### config.mk
export PLATFORM = sky130hd
export DESIGN_NAME = keypad_scanner_flat
export DESIGN_NICKNAME = d
export VERILOG_FILES = /design/src/rtl/keypad_scanner_if.sv /design/src/rtl/keypad_scanner.sv /design/src/flat_wrapper.sv
export SDC_FILE = /design/constraint.sdc
export NUM_CORES = 1
export LEC_CHECK = 0
export CORE_AREA = 3 3 62 87
export CTS_BUF_LIST = sky130_fd_sc_hd__clkbuf_4 sky130_fd_sc_hd__clkbuf_8
export DETAILED_ROUTE_END_ITERATION = 16
export DIE_AREA = 0 0 65 90
export PLACE_DENSITY = 0.83
export RECOVER_POWER = 100
export SLEW_MARGIN = 0
export SYNTH_ARGS = -nofsm -noshare
export SYNTH_HDL_FRONTEND = slang
export SYNTH_SLANG_ARGS = --single-unit
### constraint.sdc
create_clock -name clk -period 2.3 [get_ports clk]
set_input_delay 0.46 -clock clk [delete_from_list [all_inputs] [get_ports clk]]
set_output_delay 0.46 -clock clk [all_outputs]
set_load 0.02 [all_outputs]
### src/rtl/keypad_scanner_if.sv
// Key event bundle from the keypad scanner to the OTP entry FSM.
// Signals: key_code (4b last accepted key), key_valid (1-cycle strobe), key_held.
interface keypad_scanner_if;
  logic [3:0] key_code;
  logic       key_valid;
  logic       key_held;

  modport master (
    output key_code,
    output key_valid,
    output key_held
  );

  modport slave (
    input key_code,
    input key_valid,
    input key_held
  );
endinterface

### src/rtl/keypad_scanner.sv
// 4x4 matrix keypad scanner: column scan, debounce, one strobe per press.
// Ports: clk, reset (async active-low), row_in[3:0] (active-low rows),
//   col_out[3:0] (active-low drive, one bit low), key (master: key_code,
//   key_valid, key_held).
// Macro KEYPAD_DIGIT_ONLY_EN: keys A-D, *, # debounce and hold but never strobe.
module keypad_scanner #(
  parameter int SCAN_DIV     = 1000,
  parameter int DEBOUNCE_CNT = 500000
) (
  input  logic             clk,
  input  logic             reset,
  input  logic [3:0]       row_in,
  output logic [3:0]       col_out,
  keypad_scanner_if.master key
);

  localparam int DW = $clog2(SCAN_DIV);
  localparam int CW = $clog2(DEBOUNCE_CNT);

  localparam logic [DW-1:0] DWELL_LAST = DW'(SCAN_DIV - 1);
  localparam logic [CW-1:0] DEB_LAST   = CW'(DEBOUNCE_CNT - 1);

  typedef enum logic [1:0] {
    SCAN,
    DEBOUNCE,
    PRESSED,
    RELEASE
  } state_t;

  state_t        state_q;
  state_t        state_d;
  logic [DW-1:0] dwell_q;
  logic [DW-1:0] dwell_d;
  logic [CW-1:0] deb_q;
  logic [CW-1:0] deb_d;
  logic [1:0]    col_q;
  logic [1:0]    col_d;
  logic [1:0]    row_q;
  logic [1:0]    row_d;
  logic [3:0]    code_q;
  logic [3:0]    code_d;
  logic          valid_q;
  logic          valid_d;
  logic          held_q;
  logic          held_d;

  logic [3:0]    rs_meta;
  logic [3:0]    rs;
  logic [3:0]    inv;
  logic          hot;
  logic          all_up;
  logic          match;
  logic [1:0]    hot_row;
  logic [3:0]    lut_code;
  logic          strobe_ok;

  always_ff @(posedge clk or negedge reset) begin
    if (!reset) begin
      rs_meta <= 4'hF;
      rs      <= 4'hF;
    end else begin
      rs_meta <= row_in;
      rs      <= rs_meta;
    end
  end

  function automatic logic [3:0] key_lut(
    input logic [1:0] r,
    input logic [1:0] c
  );
    logic [3:0] k;
    unique case ({r, c})
      4'h0: k = 4'h1;
      4'h1: k = 4'h2;
      4'h2: k = 4'h3;
      4'h3: k = 4'hA;
      4'h4: k = 4'h4;
      4'h5: k = 4'h5;
      4'h6: k = 4'h6;
      4'h7: k = 4'hB;
      4'h8: k = 4'h7;
      4'h9: k = 4'h8;
      4'hA: k = 4'h9;
      4'hB: k = 4'hC;
      4'hC: k = 4'hE;
      4'hD: k = 4'h0;
      4'hE: k = 4'hF;
      4'hF: k = 4'hD;
    endcase
    return k;
  endfunction

  // A single low row is a clean press; zero or several low rows are not.
  assign inv    = ~rs;
  assign hot    = (inv != 4'h0) && ((inv & (inv - 4'd1)) == 4'h0);
  assign all_up = (rs == 4'hF);
  assign match  = (rs == ~(4'b0001 << row_q));

  assign lut_code = key_lut(row_q, col_q);

`ifdef KEYPAD_DIGIT_ONLY_EN
  assign strobe_ok = (lut_code <= 4'd9);
`else
  assign strobe_ok = 1'b1;
`endif

  // Decoder only evaluated when inv is known one-hot.
  always_comb begin
    hot_row = 2'd0;
    if (hot) begin
      unique case (1'b1)
        inv[0]:  hot_row = 2'd0;
        inv[1]:  hot_row = 2'd1;
        inv[2]:  hot_row = 2'd2;
        inv[3]:  hot_row = 2'd3;
        default: hot_row = 2'd0;
      endcase
    end
  end

  always_ff @(posedge clk or negedge reset) begin
    if (!reset) begin
      state_q <= SCAN;
      dwell_q <= '0;
      deb_q   <= '0;
      col_q   <= 2'd0;
      row_q   <= 2'd0;
      code_q  <= 4'h0;
      valid_q <= 1'b0;
      held_q  <= 1'b0;
    end else begin
      state_q <= state_d;
      dwell_q <= dwell_d;
      deb_q   <= deb_d;
      col_q   <= col_d;
      row_q   <= row_d;
      code_q  <= code_d;
      valid_q <= valid_d;
      held_q  <= held_d;
    end
  end

  always_comb begin
    state_d = state_q;
    dwell_d = dwell_q;
    deb_d   = deb_q;
    col_d   = col_q;
    row_d   = row_q;
    code_d  = code_q;
    valid_d = 1'b0;
    held_d  = held_q;

    unique case (state_q)
      SCAN: begin
        if (dwell_q == DWELL_LAST) begin
          dwell_d = '0;
          if (hot) begin
            state_d = DEBOUNCE;
            deb_d   = '0;
            row_d   = hot_row;
          end else begin
            col_d = col_q + 2'd1;
          end
        end else begin
          dwell_d = dwell_q + DW'(1);
        end
      end

      DEBOUNCE: begin
        if (!match) begin
          state_d = SCAN;
          col_d   = col_q + 2'd1;
          dwell_d = '0;
          deb_d   = '0;
        end else if (deb_q == DEB_LAST) begin
          state_d = PRESSED;
          deb_d   = '0;
          held_d  = 1'b1;
          if (strobe_ok) begin
            code_d  = lut_code;
            valid_d = 1'b1;
          end
        end else begin
          deb_d = deb_q + CW'(1);
        end
      end

      PRESSED: begin
        if (all_up) begin
          state_d = RELEASE;
          deb_d   = '0;
        end
      end

      RELEASE: begin
        if (!all_up) begin
          state_d = PRESSED;
          deb_d   = '0;
        end else if (deb_q == DEB_LAST) begin
          state_d = SCAN;
          held_d  = 1'b0;
          col_d   = col_q + 2'd1;
          dwell_d = '0;
          deb_d   = '0;
        end else begin
          deb_d = deb_q + CW'(1);
        end
      end

      default: begin
        state_d = SCAN;
        dwell_d = '0;
        deb_d   = '0;
      end
    endcase
  end

  assign col_out       = ~(4'b0001 << col_q);
  assign key.key_code  = code_q;
  assign key.key_valid = valid_q;
  assign key.key_held  = held_q;

endmodule
### src/flat_wrapper.sv
// flat-port wrapper written by rule: the top's interface ports become plain ports
module keypad_scanner_flat 
#(
  parameter int SCAN_DIV     = 1000,
  parameter int DEBOUNCE_CNT = 500000
)
  (clk, reset, row_in, col_out, key_key_code, key_key_valid, key_key_held);
  keypad_scanner_if key_i ();
  input  logic clk;
  input  logic reset;
  input  logic [3:0] row_in;
  output logic [3:0] col_out;
  output wire logic [$bits(key_i.key_code)-1:0] key_key_code;
  output wire logic [$bits(key_i.key_valid)-1:0] key_key_valid;
  output wire logic [$bits(key_i.key_held)-1:0] key_key_held;
  assign key_key_code = key_i.key_code;
  assign key_key_valid = key_i.key_valid;
  assign key_key_held = key_i.key_held;
  keypad_scanner #(.SCAN_DIV(SCAN_DIV), .DEBOUNCE_CNT(DEBOUNCE_CNT)) u_core (.clk(clk), .reset(reset), .row_in(row_in), .col_out(col_out), .key(key_i));
endmodule
# Word level (Yosys, flattened, before mapping)
# Memories as Yosys holds them, arrays and structs flattened. A register that Yosys moved wholly into a read port is not among the register bits.
# Index checks and enable logic that the tools add are counted.
classes:
  add_sub_neg: 4
  eq_ne: 18
  n_shift: 2
  mux: 35
  n_bitwise: 4
  n_reduce_logical: 14
op_table:
  columns: ["operator", "n"]
  rows:
  - ["19-bit two-way mux", 6]
  - ["19-bit one-hot mux with 4 select lines", 1]
  - ["10-bit two-way mux", 4]
  - ["10-bit one-hot mux with 3 select lines", 1]
  - ["2-bit two-way mux", 12]
  - ["19-bit by 1-bit adder with 19-bit output, second input constant", 1]
  - ["19-bit == test, second input constant", 1]
  - ["2-bit by 1-bit inequality test with 1-bit output, second input constant", 7]
  - ["4-bit NOT", 3]
  - ["2-bit one-hot mux with 3 select lines", 2]
  - ["10-bit by 1-bit adder with 10-bit output, second input constant", 1]
  - ["10-bit == test, second input constant", 1]
  - ["5-bit AND reduction", 2]
  - ["3-bit AND reduction", 3]
  - ["2-bit one-hot mux with 4 select lines", 1]
  - ["1-bit by 2-bit << shifter with 4-bit output, first input constant", 2]
  - ["1-bit two-way mux", 7]
  - ["3-bit inequality test, second input constant", 2]
  - ["6-bit AND reduction", 1]
  - ["4-bit AND", 1]
  - ["2-bit == test, second input constant", 2]
  - ["4-bit == test", 1]
  - ["4-bit == test, second input constant", 1]
  - ["4-bit zero test", 1]
  - ["other kinds (12)", 13]
word_totals:
  ff_bits: 45
  mem_bits_ro: 64
  input_bits: 6
  output_inout_bits: 10
  elab_cells: 87
  memories: 1
memory_table:
  columns: ["memory", "depth", "word_bits", "read_ports", "rd_ports_with_merged_regs", "write_ports", "line", "rtl"]
  rows:
  - ["(name not given)", 16, 4, 1, 1, 0, "keypad_scanner.sv:72", "unique case ({r, c})"]

# Depth between registers and ports, before layout
depth:
  depth_word: 8
  mapped_depth: 8
  depth_no_buf: 6

# Least setup slack after synthesis
# No wires, ideal clock.
synth_timing:
  path_kind: "reg-to-reg"
  startpoint: "register u_core.rs[1]"
  endpoint: "register u_core.code_q[0], in the netlist u_core.key.key_code[0]"
  setup_time_ns: 0.128
  arrival_time_ns: 1.962
  required_ns: 2.172
  slack_ns: 0.210
  stages_incl_launch_ff: 8
  path_buffers: 2
  synth_period_minus_slack_ns: 2.090
  path_cell_list: "dfstp_2 -> buf_2 -> or3b_1 -> a211o_1 -> nand2_1 -> and3_1 -> buf_2 -> mux2_1"
synth_between:
  elab_chain_len: 2
synth_lines:
  columns: ["element", "line", "rtl"]
  rows:
  - ["start: declaration", "keypad_scanner.sv:48", "logic [3:0] rs;"]
  - ["start signal: assignment", "keypad_scanner.sv:63", "rs <= rs_meta;"]
  - ["4-bit == test", "keypad_scanner.sv:97", "assign match = (rs == ~(4'b0001 << row_q));"]
  - ["3-bit AND reduction (no source line)", null, null]
  - ["end: declaration", "keypad_scanner.sv:40", "logic [3:0] code_q;"]
# Every way passes these cells.
# A chain may end at the register's enable or synchronous reset.

# Worst setup path after layout
layout_timing:
  startpoint: "register u_core.col_q[1]"
  endpoint: "output col_out[1]"
layout_between:
  elab_chain_len: 2
layout_lines:
  columns: ["element", "line", "rtl"]
  rows:
  - ["start: declaration", "keypad_scanner.sv:36", "logic [1:0] col_q;"]
  - ["start signal: assignment", "keypad_scanner.sv:135", "col_q <= col_d;"]
  - ["1-bit by 2-bit << shifter with 4-bit output", "keypad_scanner.sv:218", "assign col_out = ~(4'b0001 << col_q);"]
  - ["4-bit NOT", "keypad_scanner.sv:218", null]
  - ["end: declaration", "flat_wrapper.sv:12", "output logic [3:0] col_out;"]
# Every way passes these cells.

==> out/summary.json <==
{
  "route": {
    "drt_first_pass_iters": 4,
    "vias_post_dr": 2351,
    "antenna_left": 0,
    "dr.first_iter.drc_count": 215,
    "routed_wirelength_um": 5960,
    "drc_errors": 0,
    "wl_per_cell_um": 16.0,
    "vias_per_cell": 6.32
  },
  "sta": {
    "drv_slew": 0,
    "timing.final.ws_setup_ns": 0.117,
    "setup-violations-final": 0,
    "finalHoldWorstSlack_ns": 0.355,
    "fin_tns_setup_ns": 0,
    "worst_clock_skew_ns": 0.0166,
    "max_freq_mhz": 458,
    "period_minus_slack_ns": 2.18,
    "setup_repair_after_global_routing_missed_its_margin": "no",
    "worst_margin_slew_ns": 1.21,
    "worst_slew_margin_rel": 0.196,
    "share_of_the_clock_period_used_by_the_worst_path_after_layout": 0.949,
    "timing.final.hold_violations": 0
  },
  "pwr": {
    "power.density_nw_per_um2": 480,
    "power_leakage_nw": 1.39,
    "power_mw": 1.55,
    "vdd_ir_drop_max_mv": 0.378
  },
  "finish": {
    "regArea_um2": 1240,
    "final_nets": 323,
    "drive_above_1_share": 0.142,
    "antenna-diode-count": 0,
    "multi_input_area_um2": 1510,
    "filler_cell_count": 354,
    "area_growth_pct": 11.5,
    "fin_cells": 372
  },
  "place": {
    "port_buffers": 15,
    "dp.cells": 363,
    "gp_congestion": 0.865,
    "dpl.hpwl_um": 4280,
    "placement.setup.worst_slack_ns": 0.130
  },
  "die": {
    "fp.dieW_um": 65,
    "design.die.area_um2": 5850,
    "core_um2": 4610,
    "fp-row-count": 29,
    "fp.dieH_um": 90,
    "initial_core_util": 0.629,
    "io_pins": 16
  },
  "setup_path": {
    "timing.critical_path.mode_cell": "inv_1",
    "cp_max_delay_cell": "clkdlybuf4s50_1",
    "worstPathCellList": "inv_1 -> ha_1 -> inv_1 -> clkdlybuf4s50_1",
    "capturing_element_type_of_the_critical_path": "output pin",
    "worstPathBufferInverterCount": 3,
    "critPathKind": "register to output pin",
    "path_max_fanout": 6,
    "crit_family": "buffers and inverters",
    "critPathArrivalTime_ns": 1.72,
    "critPathLaunchType": "register",
    "worst_ep_required_time_ns": 1.84,
    "critical-path-max-stage-delay_ns": 0.59
  },
  "synthesis": {
    "count_of_flip_flops_with_a_built_in_enable_after_synthesis": 0,
    "syn_nets": 306,
    "synthDistinctLibCells": 68,
    "synth_async_reset_ratio": 1.00,
    "synth_top_area_share": 0.354,
    "postSynthCellCount": 292,
    "synth-seq-cells": 49,
    "yosysSeqAreaShare": 0.427,
    "synth_area_per_cell_um2": 9.92,
    "yosysTopAreaCell": "dfrtp_1",
    "synth.top_cells.by_area": "dfrtp_1, dfstp_2, ha_1",
    "yosysWarnings": 0,
    "most_common_flop_cell_mapped_by_yosys": "dfrtp_1",
    "netlist_area_um2": 2900
  },
  "cts": {
    "cts_root_buffer": "clkbuf_8",
    "clock_latency_ns": 0.31,
    "number_of_buffers_inserted_for_hold_repair_after_clock_tree_synthesis": 0,
    "cts.reportedPaths.clkPinSlew_ns": 0.09,
    "cts_htree_levels": 2,
    "clkSinkCount": 49,
    "cts_tree": "done",
    "cts_made_buffers": 5,
    "clk_path_buf_depth": 2
  },
  "global_route": {
    "all_layer_global_routing_usage": 0.216,
    "grt_pass1_wl_um": 10300,
    "grt_pass1_vias": 2331,
    "grt_start_max_net_pins": 28,
    "grt_remaining_overflow": 0,
    "antenna_found_initial": 0
  },
  "worst_hold_path": {
    "hp-class": "register to register"
  },
  "run": {
    "max_cap_violations": 0
  },
  "outcome": {
    "outcome": "completed"
  }
}
worst paths after layout:
path / cells past startpoint / startpoint / end / slack, ns
max: 4 / u_core.col_q[1] / col_out[1] / 0.12
min: 0 / u_core.rs_meta[3] / u_core.rs[3] / 0.35
max reg2reg: 6 / u_core.dwell_q[0] / u_core.deb_q[18] / 0.12
min reg2reg: 0 / u_core.rs_meta[3] / u_core.rs[3] / 0.35
max in group asynchronous: 2 / reset / u_core.col_q[0] / 0.61
min in group asynchronous: 1 / reset / u_core.key.key_code[2] / 0.38
power by group:
| group | internal (mW) | switching, mW |
|---|---|---|
| combinational | 0.0148 | 0.0300 |
| clock | 0.335 | 0.288 |
| sequential | 0.874 | 0.00776 |
| total | 1.22 | 0.326 |
metal layers:
layer | routed length, um | vias to the layer above | share of wire | global-route usage
met5 | 0 | - | 0 | 0
met4 | 141 | 0 | 0.024 | 0.101
met3 | 173 | 13 | 0.029 | 0.0262
met2 | 3190 | 44 | 0.54 | 0.382
met1 | 2460 | 1154 | 0.41 | 0.255
li1 | - | 1140 | - | -
flip-flops by register name, summed over array words and instances (netlist names):
register / count
u_core.key.key_code: 4
u_core.state_q: 2
u_core.key.key_held: 1
u_core.col_q: 2
u_core.dwell_q: 10
u_core.deb_q: 19
u_core.key.key_valid: 1
u_core.rs: 4
u_core.row_q: 2
u_core.rs_meta: 4
Yosys cell counts, types with 2 or more instances:
cell and number:
nand2_1 25, o21ai_1 5, clkbuf_1 5, a31oi_1 8, nor3_1 12, or3_1 2, o22a_1 2, o311ai_1 4
o21a_1 8, a21oi_1 5, o311ai_0 3, buf_2 7, o22ai_1 2, and3_1 8, nand3_1 6, nor3b_1 6
ha_1 8, mux2i_1 6, mux2_1 5, xnor2_1 2, a21o_1 4, a211oi_2 2, dfstp_2 8, and4_1 2
a211o_1 3, o31ai_1 2, inv_1 19, o21ai_0 7, dfrtp_1 41, a22o_1 2, and2_1 3, mux2_2 2
nand4_1 8, a221o_1 2, nor2_1 16, nand4b_1 2, nor4_1 9
layout make-up:
type                       instances  area share
clock buffer                       6      0.0236
inverter                          19      0.0221
sequential                        49       0.383
multi-input combinational        209       0.467
timing repair buffer              25      0.0697
clock inverter                     2      0.0108
tap                               62      0.0240
per-stage QoR:
step,util,instance area (um^2)
detailed placement,0.678,3130
floorplan,-,2900
finish,0.701,3230
CTS,0.702,3240
global route,0.701,3230
global placement,0.678,3130
cells in the final DEF (no fill, tap or decap), types with 6 or more instances in the layout:
cell and count:
a31oi_1 8, and3_1 8, buf_4 6, dfrtp_1 40, dfstp_2 8, dlygate4sd3_1 11, ha_1 7, inv_1 19
mux2i_1 6, nand2_1 25, nand3_1 6, nand4_1 8, nor2_1 15, nor3_1 12, nor3b_1 6, nor4_1 9
o21a_1 8, o21ai_0 10
repair_timing:
action / in CTS / in global routing
setup endpoints to repair: 0 / 21
buffers inserted: 0 / 1
resized for setup: 0 / 8
cells by family after synthesis:
group           count (synthesis)  synth area share
fa+ha+maj                       8            0.0346
flops                          49             0.427
buf+inv                        34            0.0544
mux                            14            0.0557
xor+xnor                        3           0.00907
compound gates                 71             0.191
simple gates                  113             0.228
No activity file was read; power rests on OpenSTA's default activity.
